File: src/rtl/run_sequencer.sv
// Start/stop sequencer for the single-cycle core: holds the core in reset, runs it until
// a halt, a PC match or the watchdog fires, drains it, then acknowledges the request.
module run_sequencer #(
    parameter int D            = 12,
    parameter int HALT_ADDR    = 128,
    parameter int CLR_CYCLES   = 2,
    parameter int DRAIN_CYCLES = 1,
    parameter int CW           = 16,
    parameter int MAX_CYCLES   = 16'hFFFF
) (
    input  logic          clk,
    input  logic          reset,
    input  logic          req,
    input  logic [D-1:0]  prog_ctr,
    input  logic          halt,
    output logic          core_rst,
    output logic          core_en,
    output logic          busy,
    output logic          done,
    output logic          timeout,
    output logic [CW-1:0] cycle_cnt,
    output logic [2:0]    state_dbg
);

    typedef enum logic [2:0] {
        S_IDLE  = 3'd0,
        S_CLEAR = 3'd1,
        S_RUN   = 3'd2,
        S_DRAIN = 3'd3,
        S_DONE  = 3'd4
    } state_t;

    localparam int TMAX = (CLR_CYCLES > DRAIN_CYCLES) ? CLR_CYCLES : DRAIN_CYCLES;
    localparam int TW   = (TMAX > 1) ? $clog2(TMAX) : 1;

    localparam logic [D-1:0]  HALT_PC    = D'(HALT_ADDR);
    localparam logic [CW-1:0] WD_LAST    = CW'(MAX_CYCLES - 1);
    localparam logic [TW-1:0] CLR_INIT   = TW'(CLR_CYCLES - 1);
    localparam logic [TW-1:0] DRAIN_INIT = TW'(DRAIN_CYCLES - 1);

    state_t        state_q, state_d;
    logic [TW-1:0] tmr_q, tmr_d;
    logic [CW-1:0] cnt_q, cnt_d;
    logic          to_q, to_d;
    logic          core_rst_q, core_rst_d;
    logic          core_en_q, core_en_d;
    logic          busy_q, busy_d;
    logic          done_q, done_d;

    // Four-phase handshake: req rises (sampled in IDLE) to start a run; done rises when the
    // run is over and stays high until req is sampled low, after which done drops and the
    // sequencer returns to IDLE. req is ignored at every other point.
    always_comb begin
        state_d = state_q;
        tmr_d   = tmr_q;
        cnt_d   = cnt_q;
        to_d    = to_q;
        case (state_q)
            S_IDLE: begin
                if (req) begin
                    state_d = S_CLEAR;
                    tmr_d   = CLR_INIT;
                    cnt_d   = '0;
                    to_d    = 1'b0;
                end
            end
            S_CLEAR: begin
                if (tmr_q == '0) state_d = S_RUN;
                else             tmr_d   = tmr_q - 1'b1;
            end
            S_RUN: begin
                if (cnt_q != '1) cnt_d = cnt_q + 1'b1;
                tmr_d = DRAIN_INIT;
                // Halt outranks the watchdog when both land in the same cycle.
                if (halt || (prog_ctr == HALT_PC)) begin
                    state_d = S_DRAIN;
                end else if (cnt_q == WD_LAST) begin
                    state_d = S_DRAIN;
                    to_d    = 1'b1;
                end
            end
            S_DRAIN: begin
                if (tmr_q == '0) state_d = S_DONE;
                else             tmr_d   = tmr_q - 1'b1;
            end
            S_DONE: begin
                if (!req) state_d = S_IDLE;
            end
            default: state_d = S_IDLE;
        endcase

        core_rst_d = (state_d == S_IDLE) || (state_d == S_CLEAR);
        core_en_d  = (state_d == S_RUN);
        busy_d     = (state_d == S_CLEAR) || (state_d == S_RUN) || (state_d == S_DRAIN);
        done_d     = (state_d == S_DONE);
    end

    always_ff @(posedge clk or negedge reset) begin
        if (!reset) begin
            state_q    <= S_IDLE;
            tmr_q      <= '0;
            cnt_q      <= '0;
            to_q       <= 1'b0;
            core_rst_q <= 1'b1;
            core_en_q  <= 1'b0;
            busy_q     <= 1'b0;
            done_q     <= 1'b0;
        end else begin
            state_q    <= state_d;
            tmr_q      <= tmr_d;
            cnt_q      <= cnt_d;
            to_q       <= to_d;
            core_rst_q <= core_rst_d;
            core_en_q  <= core_en_d;
            busy_q     <= busy_d;
            done_q     <= done_d;
        end
    end

    assign core_rst  = core_rst_q;
    assign core_en   = core_en_q;
    assign busy      = busy_q;
    assign done      = done_q;
    assign timeout   = to_q;
    assign cycle_cnt = cnt_q;
    assign state_dbg = state_q;

endmodule

File: config.mk
export PLATFORM = sky130hd
export DESIGN_NAME = run_sequencer
export DESIGN_NICKNAME = d
export VERILOG_FILES = /design/src/rtl/run_sequencer.sv
export SDC_FILE = /design/constraint.sdc
export NUM_CORES = 1
export LEC_CHECK = 0
export ABC_AREA = 0
export CAP_MARGIN = 20
export CORE_ASPECT_RATIO = 1.25
export CORE_MARGIN = 8
export CORE_UTILIZATION = 52
export CTS_BUF_LIST = sky130_fd_sc_hd__clkbuf_4 sky130_fd_sc_hd__clkbuf_8
export DETAILED_ROUTE_END_ITERATION = 12
export PLACE_DENSITY = 0.87
export SLEW_MARGIN = 20
export SYNTH_ARGS = -nofsm -noshare
export SYNTH_HDL_FRONTEND = slang
export SYNTH_SLANG_ARGS = --single-unit
File: constraint.sdc
create_clock -name clk -period 2.85 [get_ports clk]
set_input_delay 0.4275 -clock clk [delete_from_list [all_inputs] [get_ports clk]]
set_output_delay 0.4275 -clock clk [all_outputs]
set_load 0.02 [all_outputs]
* After elaboration in Yosys (flattened, before gate mapping)
Cells that the tools add are included.
** Storage, ports and cells
- Register bits :: 25
- Output and inout port bits :: 24
- Logic and storage cells :: 54
- Bits of input ports :: 16
** Operators by class
- Multiplexer cells :: 17
- Add/sub/neg operators :: 2
- Equality and inequality tests :: 15
- Reductions and logical operators :: 12
** Operators with widths (count)
- 2-to-1 mux 16 bit :: 2
- one-hot mux 16 bit (2 select lines) :: 1
- 2-to-1 mux 3 bit :: 6
- adder 16 x 1 -> 16 bit, second input constant :: 1
- equality test 16 bit, second input constant :: 1
- inequality test 16 bit, second input constant :: 1
- one-hot mux 3 bit (5 select lines) :: 1
- equality test 12 x 8 -> 1 bit, second input constant :: 1
- equality test 3 x 2 -> 1 bit, second input constant :: 4
- inequality test 2 bit, second input constant :: 4
- equality test 3 x 1 -> 1 bit, second input constant :: 2
- equality test 3 bit, second input constant :: 2
- logical NOT 3 bit :: 2
- 2-to-1 mux 1 bit :: 5
- logical OR 1 bit :: 4
- AND reduction 4 bit :: 1
- one-hot mux 1 bit (3 select lines) :: 1
- AND reduction 3 bit :: 1
- nonzero test 3 bit :: 1
- one-hot mux 1 bit (2 select lines) :: 1
- AND reduction 2 bit :: 1
- nonzero test 2 bit :: 1
- OR reduction 2 bit :: 1
- subtractor 1 bit, second input constant :: 1

* Depth between registers and ports, before layout
Gate-level depths: netlist of run 1.
- Depth in word-level cells :: 7
- Gate-level depth with buffers :: 5
- Mapped depth without buffers :: 5

* Worst setup path after synthesis of run 1
No wires, ideal clock.
- Kind :: flip-flop to flip-flop
- Start :: register state_q[0] (netlist: state_dbg[0])
- End :: register cnt_q[12] (netlist: cycle_cnt[12])
- Path slack :: 1108 ps
- Period minus slack after synthesis :: 1742 ps
- Cell stages (with the launch flop) :: 6
- Required time :: 2772 ps
- Library setup time :: 78 ps
- Arrival time :: 1664 ps
- Path through :: dfrtp_1 > and4bb_1 > buf_6 > nand4_4 > or4_1 > a21oi_1
** On the way
- Word-level cells in the longest chain between the ends :: 3
** RTL lines
- start: declaration :: RTL line 41 : state_t state_q, state_d;
- start signal: assignment :: RTL line 109 : state_q <= state_d;
- equality test 3 x 2 -> 1 bit / logical NOT 3 bit (equally long branches) :: RTL line 58 : case (state_q)
- inequality test 2 bit (no source line) / nonzero test 2 bit (equally long branches)
- AND reduction 3 bit (no source line)
- end signal: assignment :: RTL line 111 : cnt_q <= cnt_d;
- end: declaration :: RTL line 43 : logic [CW-1:0] cnt_q, cnt_d;
Several ways; a longest one is shown, not always the timed one.
A chain may end at the register's enable or synchronous reset.

* Worst setup path after layout of run 1
- Start :: register cnt_q[0] (netlist: cycle_cnt[0])
- End :: register cnt_q[7] (netlist: cycle_cnt[7])
** On the way
- Word-level cells in the longest chain between the ends :: 3
** RTL lines
- adder 16 x 1 -> 16 bit / inequality test 16 bit (equally long branches) :: RTL line 72 : if (cnt_q != '1) cnt_d = cnt_q + 1'b1;
- 2-to-1 mux 16 bit / inequality test 2 bit (equally long branches)
- one-hot mux 16 bit (2 select lines) / AND reduction 3 bit (equally long branches)
Several ways; a longest one is shown, not always the timed one. The select of a mux whose other input is x is not followed.

==> results of run 1 <==
## worst register-to-register path, stage by stage, from the launching register on
cell and delay, ps:
dfrtp_1 470, ha_1 330, nand3_1 190, nor4_1 540, o311ai_0 240, o41ai_1 110
## worst paths after layout
| check | endpoint | slack (ps) | cells past startpoint |
|---|---|---|---|
| min in group clk | timeout | 530 | 1 |
| setup reg to reg | cycle_cnt[7] | 860 | 5 |
| max in group asynchronous | core_rst | 2120 | 2 |
| hold / removal | core_en | 440 | 2 |
| hold reg to reg | timeout | 530 | 1 |
| setup / recovery | cycle_cnt[7] | 860 | 5 |
## synthesized netlist by cell type, types with 2 or more instances
| cell | instances |
|---|---|
| a211oi_1 | 2 |
| a21oi_1 | 9 |
| a31oi_1 | 3 |
| a32o_1 | 2 |
| and3_1 | 3 |
| and4_1 | 4 |
| clkbuf_1 | 2 |
| dfrtp_1 | 24 |
| ha_1 | 2 |
| inv_1 | 4 |
| mux2i_1 | 2 |
| nand2_1 | 10 |
| nand3_1 | 4 |
| nand3b_1 | 2 |
| nand4_1 | 2 |
| nor2_1 | 9 |
| nor2b_1 | 3 |
| nor3_1 | 5 |
| nor4_1 | 3 |
| nor4b_1 | 3 |
| o21ai_0 | 4 |
| o311ai_0 | 2 |
| o31ai_1 | 3 |
| o41ai_1 | 4 |
| or3_1 | 4 |
| or4_1 | 2 |
## metrics by stage
step / total power [mW] / std cells / worst slack (ps)
6_report: 1.20 / 206 / 857
3_3_place_gp: 1.03 / 202 / 867
3_5_place_dp: 1.05 / 202 / 805
4_1_cts: 1.21 / 206 / 862
5_1_grt: 1.28 / 206 / 656
2_1_floorplan: 0.820 / 132 / 1110
## flip-flops by register name (all words and copies together), names as in the netlist
register   count
state_dbg      3
busy           1
done           1
cycle_cnt     16
core_en        1
timeout        1
tmr_q          1
core_rst       1
## logic make-up (layout without fill, tap and decap cells)
logic type | after synthesis | in the layout | synth area share [%]
XOR/XNOR | 1 | 1 | 0.652
multiplexers | 2 | 2 | 1.49
AO/OA/AOI/OAI | 34 | 34 | 17.6
buffers and inverters | 7 | 48 | 2.52
adder cells (fa/ha/maj) | 2 | 2 | 1.86
AND/OR/NAND/NOR | 61 | 61 | 29.2
flip-flops | 25 | 25 | 46.7
## where the power goes
part	leakage [nW]	internal, mW	total (mW)	switching (mW)
Clock	0.0177	0.0527	0.164	0.111
Combinational	0.370	0.237	0.520	0.283
Sequential	0.333	0.434	0.518	0.0848
Total	0.721	0.723	1.20	0.480
## routing by layer
metal  GRT usage, %  up-vias
li1               -      601
met1           18.8      625
met2           28.6       42
met3           5.29        2
met4           4.82        0
met5              0        -
## area by class of cell
cell class,count,area [µm²]
clock buffer,3,22.5
clock inverter,1,5.00
timing repair buffer,40,398
sequential,25,627
inverter,4,15.0
fill,206,662
multi-input combinational,100,682
tap,33,41.3
==> flow_summary.json, run 1 <==
{
  "cp_cell_sequence": "ha_1 > nand3_1 > nor4_1 > o311ai_0 > o41ai_1",
  "globalplace.congestion": 0.875,
  "cts_tree": "done",
  "cts.reportedPaths.clkPinSlew_ps": 140,
  "crit_slowest_cell": "nor4_1",
  "dr.pass1.iters": 6,
  "maxSlewViolCount": 0,
  "die_h_um": 72.8,
  "worst_path_largest_cell_delay_ps": 540,
  "endpoint_kind": "register",
  "ir_drop_uv": 517,
  "leakage_nw": 0.721,
  "routed_wl_um": 3440,
  "synthTopCellsByArea": "dfrtp_1 45%, a21oi_1 3.4%, nand2_1 2.8%",
  "grt_overflow_total": 0,
  "clock_latency_ps": 330,
  "via_count": 1270,
  "row_count": 20,
  "grtUsageTotal_pct": 16.6,
  "cts.sinks": 25,
  "status": "complete, no violations",
  "r2r_start": "cycle_cnt[0]",
  "grt_pass1_wl_um": 5950,
  "post-synth-top-area-cell": "dfrtp_1",
  "placed_area_um2": 1760,
  "start_util_pct": 54.7,
  "wl_met3_um": 265,
  "grt_max_degree": 26,
  "ys.flop_type": "dfrtp_1",
  "antenna_found_initial": 0,
  "wl_per_cell_um": 16.7,
  "critPathRequiredTime_ps": 3070,
  "critPathKind": "register to register",
  "synthCells": 132,
  "clock_path_buffers": 2,
  "power.density_nw_per_um2": 672,
  "fin_worst_hold_slack_ps": 439,
  "fin_area_um2": 1790,
  "drc": 0,
  "hp-class": "input port to asynchronous set/reset pin",
  "cts_hold_buf": 0,
  "cp.arrival_ps": 2210,
  "critPathMaxFanout": 7,
  "hold_violations": 0,
  "post-route-period-util_pct": 69.9,
  "rsz0062_at_grt": "no",
  "syn_avg_cell_area_um2": 10.2,
  "cts_resized": 0,
  "grt_pass1_vias": 1319,
  "top_layer": "met4",
  "die_x_um": 61.4,
  "ys_ff_latch": 25,
  "ios": 40,
  "maxSlewHeadroom_pct": 46.3,
  "dpl.hpwl_um": 2680,
  "fin_skew_ps": 7.28,
  "most-common-layout-cells": "39 x clkdlybuf4s50_1, 24 x dfrtp_1, 10 x nand2_1",
  "critPathBufInv": 0,
  "async_flop_share_pct": 100,
  "dieArea_um2": 4470,
  "routed-wl-met2_um": 1740,
  "drive_above_1_share_pct": 5.78,
  "finish.utilization_pct": 73.0,
  "ant_nets": 0,
  "layout.nets": 192,
  "max_cap_viol_count": 0,
  "postCtsSetupRepairBufs": 0,
  "synthesis.nets": 150,
  "cts_htree_levels": 1,
  "diodes": 0,
  "synth_edf_count": 0,
  "max_freq_ghz": 0.502,
  "cts_root_buffer": "clkbuf_4",
  "syn2layout_area_growth_pct": 33.4,
  "viasPerCell": 6.17,
  "start_kind": "register",
  "first_iter_violations": 41,
  "cts_made_buffers": 3,
  "core-area_um2": 2450,
  "syn-cell-area_um2": 1340,
  "path_delay_family": "simple AND/OR/NAND/NOR gates",
  "worstSetupStartpoint": "cycle_cnt[0]",
  "fin_setup_tns_ps": 0,
  "synth_warnings": 0,
  "synth_cell_types": 41,
  "seq_area_frac_synth_pct": 46.7,
  "netlist.area_leader.share_pct": 44.7,
  "final_common_cell": "clkdlybuf4s50_1",
  "finalSetupViolCount": 0,
  "worstMarginPinSlew_ps": 802,
  "io_buffers": 39,
  "drt-met1-wl_um": 1400,
  "layout_min_cycle_time_ps": 1990
}
No activity file was read; power rests on OpenSTA's default activity.
==> run 2: changes to the inputs <==
--- a/config.mk
+++ b/config.mk
@@ -9,10 +9,10 @@
 export CAP_MARGIN = 20
 export CORE_ASPECT_RATIO = 1.25
 export CORE_MARGIN = 8
-export CORE_UTILIZATION = 52
+export CORE_UTILIZATION = 44
 export CTS_BUF_LIST = sky130_fd_sc_hd__clkbuf_4 sky130_fd_sc_hd__clkbuf_8
 export DETAILED_ROUTE_END_ITERATION = 12
-export PLACE_DENSITY = 0.87
+export PLACE_DENSITY = 0.78
 export SLEW_MARGIN = 20
 export SYNTH_ARGS = -nofsm -noshare
 export SYNTH_HDL_FRONTEND = slang
==> constraint.sdc (replaced) <==
create_clock -name clk -period 1.8 [get_ports clk]
set_input_delay 0.27 -clock clk [delete_from_list [all_inputs] [get_ports clk]]
set_output_delay 0.27 -clock clk [all_outputs]
set_load 0.02 [all_outputs]
==> flow_summary.json, run 2 (synthesized netlist as in run 1, its figures left out) <==
{
  "status": "complete, no violations",
  "fin_skew_ps": 12.8,
  "viasPerCell": 5.96,
  "grt_max_degree": 26,
  "cts_htree_levels": 1,
  "grt_pass1_vias": 1412,
  "leakage_nw": 0.794,
  "rsz0062_at_grt": "no",
  "drc": 0,
  "die_x_um": 65.4,
  "cts.sinks": 25,
  "clock_path_buffers": 2,
  "largest_reg_flops": 16,
  "grtUsageTotal_pct": 15.2,
  "max_cap_viol_count": 0,
  "syn2layout_area_growth_pct": 40.8,
  "via_count": 1312,
  "die_h_um": 77.8,
  "clock_latency_ps": 330,
  "endpoint": "cycle_cnt[10]",
  "final_common_cell": "clkdlybuf4s50_1",
  "dpl.hpwl_um": 2860,
  "post-route-period-util_pct": 96.8,
  "critPathMaxFanout": 7,
  "max_freq_ghz": 0.574,
  "maxSlewViolCount": 0,
  "layout.nets": 203,
  "ios": 40,
  "antenna_found_initial": 0,
  "cts_hold_buf": 0,
  "ant_nets": 0,
  "rrSetupSlack_ps": 90,
  "hold_violations": 0,
  "critPathRequiredTime_ps": 1530,
  "worstMarginPinSlew_ps": 364,
  "dieArea_um2": 5090,
  "cts_made_buffers": 3,
  "maxSlewHeadroom_pct": 75.4,
  "fin_worst_hold_slack_ps": 284,
  "routed_wl_um": 3760,
  "hp-class": "input port to asynchronous set/reset pin",
  "cts_tree": "done",
  "first_iter_violations": 66,
  "cts_root_buffer": "clkbuf_4",
  "row_count": 22,
  "cts.reportedPaths.clkPinSlew_ps": 150,
  "most-common-layout-cells": "37 x clkdlybuf4s50_1, 21 x dfrtp_1, 12 x buf_4",
  "layout_min_cycle_time_ps": 1740,
  "r2r_start": "state_dbg[0]",
  "core-area_um2": 2920,
  "ir_drop_uv": 884,
  "power.density_nw_per_um2": 1070,
  "worstSetupStartpoint": "cycle_cnt[10]",
  "r2r_cells": 4,
  "drive_above_1_share_pct": 14.1,
  "fin_setup_tns_ps": 0,
  "start_kind": "register",
  "wl_per_cell_um": 17.1,
  "endpoint_kind": "output pin",
  "r2r_end": "cycle_cnt[12]",
  "grt_overflow_total": 0,
  "critPathKind": "register to output pin",
  "cp.arrival_ps": 1470,
  "globalplace.congestion": 0.855,
  "io_buffers": 39,
  "grt_pass1_wl_um": 6340,
  "dr.pass1.iters": 6,
  "start_util_pct": 46.0,
  "finalSetupViolCount": 0,
  "diodes": 0
}
[run 2: changes by cell type in the layout (fill, tap and decap cells not counted)]
cell             previous run  this run
and4bb_2                    0         1
and4bb_1                    1         0
nand3_1                     4         3
nand3_2                     1         2
buf_4                       1        12
dlymetal6s2s_1              0         2
dfrtp_2                     0         3
dfrtp_1                    24        21
clkdlybuf4s50_1            39        37
[run 2: repair_timing]
action,CTS,global route
pin swaps,0,0
resized for setup,2,5
setup endpoints to repair,2,10
setup buffers,0,0
cloned,0,0
[run 2: per-layer routing]
layer,part of all wire (%),vias to the layer above,wire [µm],track usage [%]
met5,0,-,0,0
met3,6.3,7,239,5.03
met4,1.4,0,53,5.03
met1,39,652,1470,16.0
li1,-,617,-,-
met2,53,36,2000,27.2
[run 2: where the power goes]
| part | total [mW] | internal (mW) | switching (mW) |
|---|---|---|---|
| Sequential | 0.742 | 0.687 | 0.0548 |
| Combinational | 1.02 | 0.465 | 0.550 |
| Clock | 0.260 | 0.0834 | 0.176 |
| Total | 2.02 | 1.24 | 0.781 |
[run 2: worst min path at each step]
stage / to / slack, ps / depth (start not counted)
detailed placement: timeout / 500 / 1
CTS: cycle_cnt[8] / 290 / 2
finish: cycle_cnt[4] / 280 / 2
global placement: timeout / 480 / 1
global route: cycle_cnt[8] / 340 / 2
floorplan: busy / -30 / 0
[run 2: metrics by stage]
| step | util (%) | total power, mW | instance area [µm²] | std cells | worst slack (ps) |
|---|---|---|---|---|---|
| floorplan | - | 1.30 | 1340 | 132 | 57.7 |
| global placement | 63.4 | 1.76 | 1850 | 216 | 95.7 |
| detailed placement | 63.4 | 1.78 | 1850 | 216 | 25.3 |
| CTS | 64.4 | 2.05 | 1880 | 220 | 22.1 |
| global route | 64.8 | 2.15 | 1890 | 220 | 6.06 |
| finish | 64.8 | 2.02 | 1890 | 220 | 57.9 |
[run 2: area by class of cell]
class | count | area, µm²
flip-flops and latches | 25 | 631
well taps | 36 | 45.0
repair buffers | 51 | 485
clock buffers | 3 | 22.5
clock inverters | 1 | 5.00
inverters | 4 | 15.0
fillers | 259 | 1030
multi-input cells | 100 | 687
[run 2: critical path, cell delays in order (launching register included)]
cell and delay, ps:
dfrtp_1 390, buf_4 150, clkdlybuf4s50_1 610
==> run 3: changes to the inputs <==
==> constraint.sdc (replaced) <==
create_clock -name clk -period 1.5 [get_ports clk]
set_input_delay 0.225 -clock clk [delete_from_list [all_inputs] [get_ports clk]]
set_output_delay 0.225 -clock clk [all_outputs]
set_load 0.02 [all_outputs]
==> flow_summary.json, run 3 (synthesized netlist as in run 1, its figures left out) <==
{
  "syn2layout_area_growth_pct": 71.6,
  "cts.sinks": 25,
  "viasPerCell": 6.02,
  "diodes": 0,
  "start_util_pct": 46.0,
  "antenna_found_initial": 0,
  "cts_htree_levels": 1,
  "max_cap_viol_count": 0,
  "power.density_nw_per_um2": 1170,
  "clock_path_buffers": 2,
  "clock_latency_ps": 330,
  "final_common_cell": "buf_4",
  "drive_above_1_share_pct": 41.8,
  "grt_max_degree": 26,
  "r2r_cells": 6,
  "post-route-period-util_pct": 106,
  "ant_nets": 0,
  "drc": 0,
  "setup_slack_ps": -87.0,
  "start_kind": "register",
  "globalplace.congestion": 0.879,
  "rsz0062_at_grt": "yes",
  "cts_root_buffer": "clkbuf_4",
  "most-common-layout-cells": "43 x buf_4, 17 x dlygate4sd2_1, 15 x clkdlybuf4s50_1",
  "fin_skew_ps": 8.04,
  "grt_overflow_total": 0,
  "hp-class": "input port to asynchronous set/reset pin",
  "routed_wl_um": 4830,
  "dr.pass1.iters": 4,
  "grt_pass1_wl_um": 7760,
  "violations": "negative setup slack",
  "wl_per_cell_um": 18.9,
  "worstSetupStartpoint": "cycle_cnt[6]",
  "largest_reg_flops": 16,
  "maxSlewViolCount": 0,
  "grtUsageTotal_pct": 19.2,
  "max_freq_ghz": 0.630,
  "status": "complete, but fails checks",
  "row_count": 22,
  "maxSlewHeadroom_pct": 72.6,
  "grt_pass1_vias": 1687,
  "r2r_end": "cycle_cnt[6]",
  "rrSetupSlack_ps": -90,
  "layout.nets": 239,
  "core-area_um2": 2920,
  "critPathKind": "register to register",
  "ir_drop_uv": 987,
  "cp.arrival_ps": 1860,
  "hold_violations": 0,
  "critPathRequiredTime_ps": 1770,
  "cts_hold_buf": 0,
  "cts_made_buffers": 3,
  "dpl.hpwl_um": 3580,
  "cts.reportedPaths.clkPinSlew_ps": 140,
  "dieArea_um2": 5090,
  "die_x_um": 65.4,
  "critPathMaxFanout": 5,
  "endpoint_kind": "register",
  "via_count": 1540,
  "first_iter_violations": 64,
  "worstMarginPinSlew_ps": 408,
  "ios": 40,
  "finish.utilization_pct": 78.9,
  "post-place-ws_ps": -209,
  "cts_tree": "done",
  "r2r_start": "cycle_cnt[6]",
  "finalSetupViolCount": 10,
  "io_buffers": 39,
  "endpoint": "cycle_cnt[6]",
  "leakage_nw": 1.04,
  "die_h_um": 77.8,
  "layout_min_cycle_time_ps": 1590
}
[run 3: cell count changes in the layout (fill, tap and decap cells not counted), moves of 3 or more]
cell,delta
and4_1,-3
dfrtp_1,-8
clkdlybuf4s50_1,-22
buf_4,+31
dlygate4sd2_1,+17
buf_6,+4
dfrtp_2,+8
clkdlybuf4s15_1,+7
and4_4,+3
[run 3: critical path, stage by stage, from the launching register on]
cell	delay, ps
dfrtp_1	450
buf_6	150
nand4_4	100
nor4_4	80
buf_4	160
or4_4	480
a21oi_2	120
[run 3: layer usage]
| metal | track usage (%) | wire [µm] |
|---|---|---|
| met4 | 9.41 | 136 |
| met3 | 4.31 | 325 |
| met1 | 18.5 | 1690 |
| met5 | 0 | 0 |
| met2 | 36.6 | 2670 |
[run 3: timing repair]
action	CTS	global route
gates cloned	0	0
endpoints found under the setup margin	41	24
resized for setup	38	23
pin swaps	5	9
buffers inserted	3	1
[run 3: worst min path at each step]
stage	from	endpoint	slack (ps)	cells past startpoint
2_1_floorplan	reset	busy	-70	0
3_3_place_gp	timeout	timeout	500	1
3_5_place_dp	timeout	timeout	490	1
4_1_cts	reset	cycle_cnt[6]	260	2
5_1_grt	reset	cycle_cnt[11]	280	2
6_report	reset	cycle_cnt[11]	240	2
[run 3: power breakdown]
part | switching [mW] | internal (mW) | total [mW]
Clock | 0.211 | 0.123 | 0.334
Sequential | 0.0816 | 0.835 | 0.917
Combinational | 0.770 | 0.672 | 1.44
Total | 1.06 | 1.63 | 2.69
[run 3: area by class of cell]
cell class | instances | area [µm²]
sequential | 25 | 641
tap | 36 | 45.0
clock buffer | 4 | 30.0
inverter | 4 | 15.0
fill | 195 | 614
multi-input combinational | 100 | 816
timing repair buffer | 87 | 757
[run 3: stage by stage]
stage	total power, mW	instance area [µm²]	hold WS (ps)	TNS, ps	cells
finish	2.69	2300	244	-358	256
CTS	2.63	2230	261	-186	255
global placement	2.31	2150	496	-570	249
global route	2.85	2300	280	-1940	256
detailed placement	2.37	2150	493	-1050	249
floorplan	1.59	1390	-70.6	-359	132
